<file path="config.mk">
export PLATFORM = sky130hd
export DESIGN_NAME = du_host_link
export DESIGN_NICKNAME = d
export VERILOG_FILES = /design/src/rtl/du_proto_pkg.sv /design/src/rtl/du_rsp_packer.sv /design/src/rtl/du_host_link.sv
export SDC_FILE = /design/constraint.sdc
export NUM_CORES = 1
export LEC_CHECK = 0
export BUFFER_PORTS_ARGS = -buffer_cell sky130_fd_sc_hd__clkbuf_2
export CAP_MARGIN = 20
export CORE_ASPECT_RATIO = 0.7
export CORE_UTILIZATION = 44
export CTS_BUF_LIST = sky130_fd_sc_hd__clkbuf_16
export DETAILED_ROUTE_END_ITERATION = 7
export GPL_TIMING_DRIVEN = 1
export PLACE_DENSITY_LB_ADDON = 0.2
export SETUP_SLACK_MARGIN = 0.02
export SLEW_MARGIN = 5
export SYNTH_ARGS = -nofsm -noshare
export SYNTH_HDL_FRONTEND = slang
export SYNTH_HIERARCHICAL = 1
export SYNTH_SLANG_ARGS = --single-unit
</file>
<file path="constraint.sdc">
create_clock -name i_clk -period 3.8 [get_ports i_clk]
set_input_delay 0 -clock i_clk [delete_from_list [all_inputs] [get_ports i_clk]]
set_output_delay 0 -clock i_clk [all_outputs]
set_load 0.02 [all_outputs]
</file>
<file path="src/rtl/du_proto_pkg.sv">
// Shared protocol definitions for the debug-unit host link: op codes,
// the acknowledge byte, the controller state encoding and length helpers.
package du_proto_pkg;

    localparam logic [2:0] OP_LOAD_INST  = 3'd1;
    localparam logic [2:0] OP_RUN        = 3'd2;
    localparam logic [2:0] OP_STEP       = 3'd3;
    localparam logic [2:0] OP_READ_REG   = 3'd4;
    localparam logic [2:0] OP_READ_MEM   = 3'd5;
    localparam logic [2:0] OP_READ_LATCH = 3'd6;

    localparam logic [7:0] ACK_BYTE = 8'hAA;

    typedef enum logic [2:0] {
        ST_IDLE     = 3'd0,
        ST_SEND_OP  = 3'd1,
        ST_SEND_ARG = 3'd2,
        ST_WAIT_TX  = 3'd3,
        ST_RECV     = 3'd4,
        ST_DELIVER  = 3'd5,
        ST_ERR      = 3'd6
    } du_state_t;

    // Number of bytes needed to carry a latch dump of nb_bits bits.
    function automatic int unsigned latch_bytes(input int unsigned nb_bits);
        return (nb_bits + 32'd7) / 32'd8;
    endfunction

    // Op codes 0 and 7 are reserved and never sent to the target.
    function automatic logic op_is_legal(input logic [2:0] op);
        return (op != 3'd0) && (op != 3'd7);
    endfunction

    // Commands whose whole response is a single acknowledge byte.
    function automatic logic op_is_ack(input logic [2:0] op);
        return (op == OP_LOAD_INST) || (op == OP_RUN) || (op == OP_STEP);
    endfunction

endpackage

</file>
<file path="src/rtl/du_rsp_packer.sv">
// Packs received response bytes (MSB first) into words. A full group or
// the final byte of a response emits one word; a short final group is
// left-aligned and zero-padded, except single-byte acks which stay
// right-aligned so the ack reads back as 0x000000AA.
module du_rsp_packer #(
    parameter int NB_REG = 32
) (
    input  logic              clk,
    input  logic              rst,
    input  logic              flush,
    input  logic              byte_valid,
    input  logic [7:0]        byte_data,
    input  logic              byte_last,
    input  logic              align_left,
    output logic [NB_REG-1:0] rsp_word,
    output logic              rsp_valid,
    output logic              rsp_last
);

    localparam int NB_BYTES = NB_REG / 8;
    localparam int CW       = (NB_BYTES > 1) ? $clog2(NB_BYTES) : 1;

    logic [NB_REG-1:0] shift_r;
    logic [CW-1:0]     cnt_r;
    logic [NB_REG-1:0] word_r;
    logic              valid_r;
    logic              last_r;
    logic [NB_REG-1:0] merged_s;
    logic [NB_REG-1:0] aligned_s;
    logic              group_full_s;

    // Merge the incoming byte and left-align a short final group
    always_comb begin
        merged_s     = {shift_r[NB_REG-9:0], byte_data};
        group_full_s = (cnt_r == CW'(NB_BYTES - 1));
        if (align_left) begin
            aligned_s = merged_s << (8 * (NB_BYTES - 1 - int'(cnt_r)));
        end else begin
            aligned_s = merged_s;
        end
    end

    // Shift register, byte counter and one-cycle word strobe
    always_ff @(posedge clk or posedge rst) begin
        if (rst) begin
            shift_r <= '0;
            cnt_r   <= '0;
            word_r  <= '0;
            valid_r <= 1'b0;
            last_r  <= 1'b0;
        end else begin
            valid_r <= 1'b0;
            last_r  <= 1'b0;
            if (flush) begin
                shift_r <= '0;
                cnt_r   <= '0;
            end else if (byte_valid) begin
                if (group_full_s || byte_last) begin
                    word_r  <= aligned_s;
                    valid_r <= 1'b1;
                    last_r  <= byte_last;
                    shift_r <= '0;
                    cnt_r   <= '0;
                end else begin
                    shift_r <= merged_s;
                    cnt_r   <= cnt_r + CW'(1);
                end
            end
        end
    end

    assign rsp_word  = word_r;
    assign rsp_valid = valid_r;
    assign rsp_last  = last_r;

endmodule

</file>
<file path="src/rtl/du_host_link.sv">
// Host-side command controller for the debug unit: accepts a command,
// sends its op byte and argument bytes over the UART byte link one at a
// time, then collects the target's response and hands it out as words.
// Optional build macro DU_HOST_TIMEOUT_EN adds a receive/transmit idle
// watchdog of TIMEOUT_CYC cycles (RUN is exempt while awaiting its ack).
module du_host_link
    import du_proto_pkg::*;
#(
    parameter int NB_REG      = 32,
    parameter int NB_R_INT    = 341,
    parameter int TIMEOUT_CYC = 1_000_000
) (
    input  logic              i_clk,
    input  logic              i_reset,
    input  logic              i_cmd_valid,
    output logic              o_cmd_ready,
    input  logic [2:0]        i_cmd_op,
    input  logic [NB_REG-1:0] i_cmd_arg,
    output logic [7:0]        o_tx_data,
    output logic              o_tx_start,
    input  logic              i_tx_done,
    input  logic [7:0]        i_rx_data,
    input  logic              i_rx_done,
    output logic [NB_REG-1:0] o_rsp_word,
    output logic              o_rsp_valid,
    output logic              o_rsp_last,
    output logic              o_busy,
    output logic              o_err
);

    localparam int LATCH_BYTES = int'(latch_bytes(NB_R_INT));
    localparam int RX_MAX      = (LATCH_BYTES > 4) ? LATCH_BYTES : 4;
    localparam int RXW         = $clog2(RX_MAX + 1);

    du_state_t         state_r;
    logic [2:0]        op_r;
    logic [NB_REG-1:0] arg_sh_r;
    logic [2:0]        arg_left_r;
    logic [RXW-1:0]    rx_left_r;
    logic [7:0]        tx_data_r;
    logic              tx_start_r;
    logic              err_r;
    logic              busy_r;
    logic              cmd_ready_r;

    logic              enter_recv_s;
    logic              rx_take_s;
    logic              ack_cmd_s;
    logic              rx_bad_s;
    logic              rx_last_s;
    logic              pack_valid_s;
    logic              to_hit_s;

    // Argument bytes that follow the op byte.
    function automatic logic [2:0] arg_len(input logic [2:0] op);
        case (op)
            OP_LOAD_INST, OP_READ_MEM: return 3'd4;
            OP_READ_REG:               return 3'd1;
            default:                   return 3'd0;
        endcase
    endfunction

    // Response bytes the target returns for each command.
    function automatic logic [RXW-1:0] rsp_len(input logic [2:0] op);
        case (op)
            OP_LOAD_INST, OP_RUN, OP_STEP: return RXW'(1);
            OP_READ_REG, OP_READ_MEM:      return RXW'(4);
            OP_READ_LATCH:                 return RXW'(LATCH_BYTES);
            default:                       return RXW'(0);
        endcase
    endfunction

    // Decide whether a received byte is taken this cycle and whether it is a bad ack
    always_comb begin
        enter_recv_s = (state_r == ST_WAIT_TX) && i_tx_done && (arg_left_r == 3'd0);
        rx_take_s    = i_rx_done && ((state_r == ST_RECV) || enter_recv_s);
        ack_cmd_s    = op_is_ack(op_r);
        rx_bad_s     = rx_take_s && ack_cmd_s && (i_rx_data != ACK_BYTE);
        rx_last_s    = (rx_left_r == RXW'(1));
        pack_valid_s = rx_take_s && !rx_bad_s;
    end

`ifdef DU_HOST_TIMEOUT_EN
    localparam int TOW = $clog2(TIMEOUT_CYC + 1);

    logic [TOW-1:0] to_cnt_r;
    logic           to_active_s;
    logic           to_kick_s;

    // Watchdog runs while waiting on the link; RUN may wait forever for its ack
    always_comb begin
        to_active_s = (state_r == ST_WAIT_TX) ||
                      ((state_r == ST_RECV) && (op_r != OP_RUN));
        to_kick_s   = i_tx_done || i_rx_done;
        to_hit_s    = to_active_s && !to_kick_s &&
                      (to_cnt_r == TOW'(TIMEOUT_CYC - 1));
    end

    // Idle-cycle counter, restarted by any link activity
    always_ff @(posedge i_clk or posedge i_reset) begin
        if (i_reset) begin
            to_cnt_r <= '0;
        end else if (!to_active_s || to_kick_s) begin
            to_cnt_r <= '0;
        end else begin
            to_cnt_r <= to_cnt_r + TOW'(1);
        end
    end
`else
    assign to_hit_s = 1'b0;
`endif

    // Command sequencing FSM with registered link and status outputs
    always_ff @(posedge i_clk or posedge i_reset) begin
        if (i_reset) begin
            state_r     <= ST_IDLE;
            op_r        <= 3'd0;
            arg_sh_r    <= '0;
            arg_left_r  <= 3'd0;
            rx_left_r   <= '0;
            tx_data_r   <= 8'h00;
            tx_start_r  <= 1'b0;
            err_r       <= 1'b0;
            busy_r      <= 1'b0;
            cmd_ready_r <= 1'b1;
        end else begin
            tx_start_r <= 1'b0;
            case (state_r)
                ST_IDLE: begin
                    if (i_cmd_valid && cmd_ready_r) begin
                        op_r        <= i_cmd_op;
                        arg_left_r  <= arg_len(i_cmd_op);
                        rx_left_r   <= rsp_len(i_cmd_op);
                        busy_r      <= 1'b1;
                        cmd_ready_r <= 1'b0;
                        if (i_cmd_op == OP_READ_REG) begin
                            arg_sh_r <= {3'b000, i_cmd_arg[4:0], {(NB_REG-8){1'b0}}};
                        end else begin
                            arg_sh_r <= i_cmd_arg;
                        end
                        if (op_is_legal(i_cmd_op)) begin
                            err_r   <= 1'b0;
                            state_r <= ST_SEND_OP;
                        end else begin
                            err_r   <= 1'b1;
                            state_r <= ST_ERR;
                        end
                    end
                end
                ST_SEND_OP: begin
                    tx_data_r  <= {5'b00000, op_r};
                    tx_start_r <= 1'b1;
                    state_r    <= ST_WAIT_TX;
                end
                ST_SEND_ARG: begin
                    tx_data_r  <= arg_sh_r[NB_REG-1 -: 8];
                    arg_sh_r   <= arg_sh_r << 4'd8;
                    arg_left_r <= arg_left_r - 3'd1;
                    tx_start_r <= 1'b1;
                    state_r    <= ST_WAIT_TX;
                end
                ST_WAIT_TX: begin
                    if (i_tx_done) begin
                        if (arg_left_r != 3'd0) begin
                            state_r <= ST_SEND_ARG;
                        end else begin
                            state_r <= ST_RECV;
                        end
                    end
                end
                ST_RECV: begin
                    state_r <= ST_RECV;
                end
                ST_DELIVER, ST_ERR: begin
                    state_r     <= ST_IDLE;
                    busy_r      <= 1'b0;
                    cmd_ready_r <= 1'b1;
                end
                default: begin
                    state_r     <= ST_IDLE;
                    busy_r      <= 1'b0;
                    cmd_ready_r <= 1'b1;
                end
            endcase

            // A byte may land in the same cycle the FSM moves into RECV.
            if (rx_take_s) begin
                if (rx_bad_s) begin
                    state_r <= ST_ERR;
                    err_r   <= 1'b1;
                end else begin
                    rx_left_r <= rx_left_r - RXW'(1);
                    if (rx_last_s) begin
                        state_r <= ST_DELIVER;
                    end
                end
            end

            if (to_hit_s) begin
                state_r <= ST_ERR;
                err_r   <= 1'b1;
            end
        end
    end

    du_rsp_packer #(
        .NB_REG (NB_REG)
    ) u_packer (
        .clk        (i_clk),
        .rst        (i_reset),
        .flush      (state_r == ST_IDLE),
        .byte_valid (pack_valid_s),
        .byte_data  (i_rx_data),
        .byte_last  (rx_last_s),
        .align_left (!ack_cmd_s),
        .rsp_word   (o_rsp_word),
        .rsp_valid  (o_rsp_valid),
        .rsp_last   (o_rsp_last)
    );

    assign o_tx_data   = tx_data_r;
    assign o_tx_start  = tx_start_r;
    assign o_err       = err_r;
    assign o_busy      = busy_r;
    assign o_cmd_ready = cmd_ready_r;

endmodule

</file>
==> results.md <==
- The flow ran to the end, but the final reports show violations.
- The checks that failed: design-rule violations.
- In the global route stage, overall resource usage came out at 0.2421.
- The clock transition at the registers of the reported paths is 0.06 ns.
- The count of endpoints failing hold in the final timing report is 0.
- The buffer depth of the longest clock path is 2.
- The worst flop-to-flop path startpoint is arg_left_r[0].
- STA classifies the critical path endpoint as a flip-flop.
- By area the synthesized netlist is led by sky130_fd_sc_hd__dfrtp_1, sky130_fd_sc_hd__a22o_1, sky130_fd_sc_hd__nand2_1.
- Synthesis inferred about 120 register bits.
- The post-detailed-route wirelength per cell is 18.26 µm.
- The placer congestion estimate is 0.9046.
- The post-route minimum period is approximately 3.2 ns.
- The net count after synthesis is 606.
- The HPWL after detailed placement is about 10000 µm.
- In the final design database the tool counted ~700 nets.
- The number of design-rule violations left by the first detailed-router iteration is between 300 and 400.
- The number of endpoints failing setup at the final stage is 0.
- For this run, the leading register cell type out of synthesis is sky130_fd_sc_hd__dfrtp_1.
- For this run, design rule violations remaining after detail routing come to 5.
- The number of antenna violations at the first check in global routing is 0.
- The finished layout holds 843 standard cells, fillers aside.
- The count of cell types in the netlist is 62.
- Hold is met by approximately 0.018 ns.
- The kind of critical path is reg -> reg.
- The number of buffers created by CTS is 17.
- The global-route wire length before repair is roughly 25000 µm.
- The tree is rooted in a sky130_fd_sc_hd__clkbuf_16.
- After synthesis, the mean cell area works out to between 10 and 15 µm².
- The clock tree skew after final layout is between 0.01 and 0.015 ns.
- The worst min-delay path startpoint is i_cmd_arg[25].
- The data required time at the worst endpoint is just over 4 ns.
- Measured against its own limit, the worst slew margin works out to 0.3267.
- The final layout contains routed wiring with a total length of roughly 15000 µm.
- The clock tree synthesis step divided the H-tree into 4 levels.
- The die covers 13460 µm².
- Derived from the worst setup path, the maximum achievable clock frequency is around 320 MHz.
- The number of buffer cells added on primary ports is a little over 90.
- In this run the vertical extent of the chip is between 90 and 100 µm.
- Entering global routing, the biggest net connects 60 pins.
- IR analysis of the VDD net gives a maximum drop of ~0.33 mV.
- The area inside the core boundary is roughly 13000 µm².
- The clock drives about 120 sinks.
- After clock tree synthesis, the repair step resized 0 gates.
- The analysis attributes to cell leakage a power of between 3 and 4 nW.
- For the final routed database, the setup TNS stands at 0 ns.
- For this run, asynchronously set or reset flops after synthesis account for 1.000.
- The power per unit of standard cell area is 785.8 nW/µm².
- In this run the core area contains 34 standard-cell rows.
- The fraction of post-synthesis cell area in the top cell type by area is 0.5164.
- The synthesis-to-finish area growth is 26.28%.
- The residual overflow from global routing is 0.
- The synthesized design contains 0 enable-type register cells.
- At the worst endpoint, the arrival time is roughly 3.5 ns.
- The number of diodes is 0.
- For this run, the share of the core covered by cells in the final layout is 0.5754.
- The cell count after synthesis is roughly 550.
- Setup repair after global routing left no endpoint under its margin.
- For the pin with the worst max-slew slack, the measured transition is 1.008 ns.
- The most critical setup path has its startpoint at arg_left_r[0].
- For this run, the register share of the synthesized area comes to 0.5210.
- The proportion of layout cells with a drive suffix above 1 is 0.2379.
- Clock latency on the worst-skew pair, taken at its later pin, is around 0.4 ns.
- The number of violations of the max-capacitance limit is 0.
- The number of global-route vias before repair came to around 4600.
- STA classifies the critical path startpoint as a flip-flop.
- Once detail routing completed, the nets flagged for antenna violations numbered 0.
- The count of final max-slew check failures is 0.
- The tightest min-delay check is of the in -> reg type.
- The starting density of the core is 0.4556.
- The first-pass iteration count of the detailed router is 7.
- Of all cell types, the one taking the most synthesized area is sky130_fd_sc_hd__dfrtp_1.
- The fraction of the cycle the final worst path needs is 0.8292.
- Measured along the x axis, the die boundary spans ~140 µm.
- Of all nets on the critical path, the largest fanout is 26.
- For this design the top-level I/O count stands at 94.
- The detailed-route vias per instance is slightly below 6.
- The Yosys warning count is 6.
- TritonCTS built the clock tree.
- The netlist area before placement is about 5700 µm².
- The via count is between 4000 and 5000.
- Once placement completed, the tool counted placed cells totaling just under 800.
[flip-flops by register name, summed over array words and instances, names as in the netlist, 2 cells and up]
name,flops
arg_left_r,3
arg_sh_r,32
o_tx_data,8
op_r,3
rx_left_r,6
state_r,3
u_packer/cnt_r,2
u_packer/rsp_word,32
u_packer/shift_r,24
[placed cells by master, fill, tap and decap left out, types with 4 or more instances in the layout]
master and n:
sky130_fd_sc_hd__a211oi_2 8, sky130_fd_sc_hd__a21oi_1 43, sky130_fd_sc_hd__a221o_1 5, sky130_fd_sc_hd__a22o_1 38, sky130_fd_sc_hd__a22oi_1 25, sky130_fd_sc_hd__a31oi_1 11, sky130_fd_sc_hd__and2_1 10, sky130_fd_sc_hd__and3b_1 9
sky130_fd_sc_hd__buf_4 8, sky130_fd_sc_hd__clkbuf_16 17, sky130_fd_sc_hd__clkbuf_2 93, sky130_fd_sc_hd__clkinvlp_4 4, sky130_fd_sc_hd__dfrtp_1 118, sky130_fd_sc_hd__dlygate4sd3_1 40, sky130_fd_sc_hd__ha_1 5, sky130_fd_sc_hd__inv_1 8
sky130_fd_sc_hd__mux2i_1 4, sky130_fd_sc_hd__nand2_1 72, sky130_fd_sc_hd__nand3_1 17, sky130_fd_sc_hd__nor2_1 9, sky130_fd_sc_hd__nor2b_1 19, sky130_fd_sc_hd__nor4_1 9, sky130_fd_sc_hd__nor4bb_1 4, sky130_fd_sc_hd__o211ai_1 4
sky130_fd_sc_hd__o21ai_0 30, sky130_fd_sc_hd__o32ai_1 8
[per-layer routing]
| layer | track usage | share of wire | up-vias | routed length [µm] |
|---|---|---|---|---|
| met4 | 0.07001 | 0.0086 | 0 | 133 |
| met2 | 0.3320 | 0.43 | 189 | 6580 |
| li1 | - | - | 2272 | - |
| met5 | 0 | 0 | - | 0 |
| met1 | 0.3766 | 0.49 | 2431 | 7617 |
| met3 | 0.05421 | 0.069 | 15 | 1064 |
[critical path: stages, from the launching register on]
cell and delay, ns:
sky130_fd_sc_hd__dfrtp_1 0.35, sky130_fd_sc_hd__inv_1 0.11, sky130_fd_sc_hd__ha_1 0.18, sky130_fd_sc_hd__nor4bb_1 0.20, sky130_fd_sc_hd__a32oi_1 0.20, sky130_fd_sc_hd__or2_2 0.41, sky130_fd_sc_hd__inv_1 0.15, sky130_fd_sc_hd__nand2b_1 0.50
sky130_fd_sc_hd__nor2_4 0.71, sky130_fd_sc_hd__mux2_2 0.27
[layout make-up]
| class | instances | area, µm² |
|---|---|---|
| well taps | 162 | 202.7 |
| flip-flops and latches | 119 | 2979 |
| clock inverters | 15 | 177.7 |
| inverters | 11 | 41.29 |
| repair buffers | 141 | 925.9 |
| clock buffers | 17 | 425.4 |
| fillers | 1085 | 5329 |
| multi-input cells | 378 | 2469 |
[final timing paths]
| kind | end | slack [ns] | depth (start not counted) |
|---|---|---|---|
| min in group asynchronous | u_packer/rsp_word[19] | 0.06 | 3 |
| max in group asynchronous | u_packer/rsp_word[15] | 2.86 | 4 |
| max | u_packer/cnt_r[0] | 0.65 | 9 |
| min | arg_sh_r[25] | 0.02 | 4 |
| max reg2reg | u_packer/cnt_r[0] | 0.65 | 9 |
| min reg2reg | arg_sh_r[13] | 0.46 | 2 |
[cells by family after synthesis]
logic type               Yosys count  synth area share
AO/OA/AOI/OAI                    188            0.2335
XOR/XNOR                           3          0.004596
adder cells (fa/ha/maj)            5           0.01094
buffers and inverters             56           0.04814
flip-flops                       119            0.5210
multiplexers                       5          0.008972
AND/OR/NAND/NOR                  177            0.1729
[report_power, final]
| part | switching [mW] | internal (mW) |
|---|---|---|
| logic | 1.21 | 0.740 |
| clock network | 0.594 | 1.03 |
| registers | 0.406 | 1.69 |
| total | 2.21 | 3.47 |
[per-stage QoR]
stage / power, mW / instance area (µm²) / setup WS [ns]
floorplan: 3.427 / 5718 / 1.386
global placement: 3.965 / 6217 / 0.7952
detailed placement: 4.003 / 6217 / 0.7193
CTS: 5.690 / 7221 / 0.7203
global route: 6.010 / 7221 / 0.4139
finish: 5.674 / 7221 / 0.6490
[Yosys cell counts, drive strengths merged (9+ instances only)]
| master | number |
|---|---|
| dfrtp | 118 |
| nand2 | 73 |
| a21oi | 43 |
| a22o | 38 |
| o21ai | 32 |
| a22oi | 25 |
| buf | 25 |
| clkbuf | 20 |
| nor2b | 19 |
| nand3 | 17 |
| nor2 | 12 |
| a31oi | 11 |
| inv | 11 |
| and2 | 10 |
| and3b | 9 |
| nor4 | 9 |
[timing repair]
| item | 4_1_cts | 5_1_grt |
|---|---|---|
| hold buffers | 40 | 0 |
| setup buffers | 0 | 0 |
| hold endpoints to repair | 167 | 0 |
Note: power is estimated with default switching activity, not from simulation.
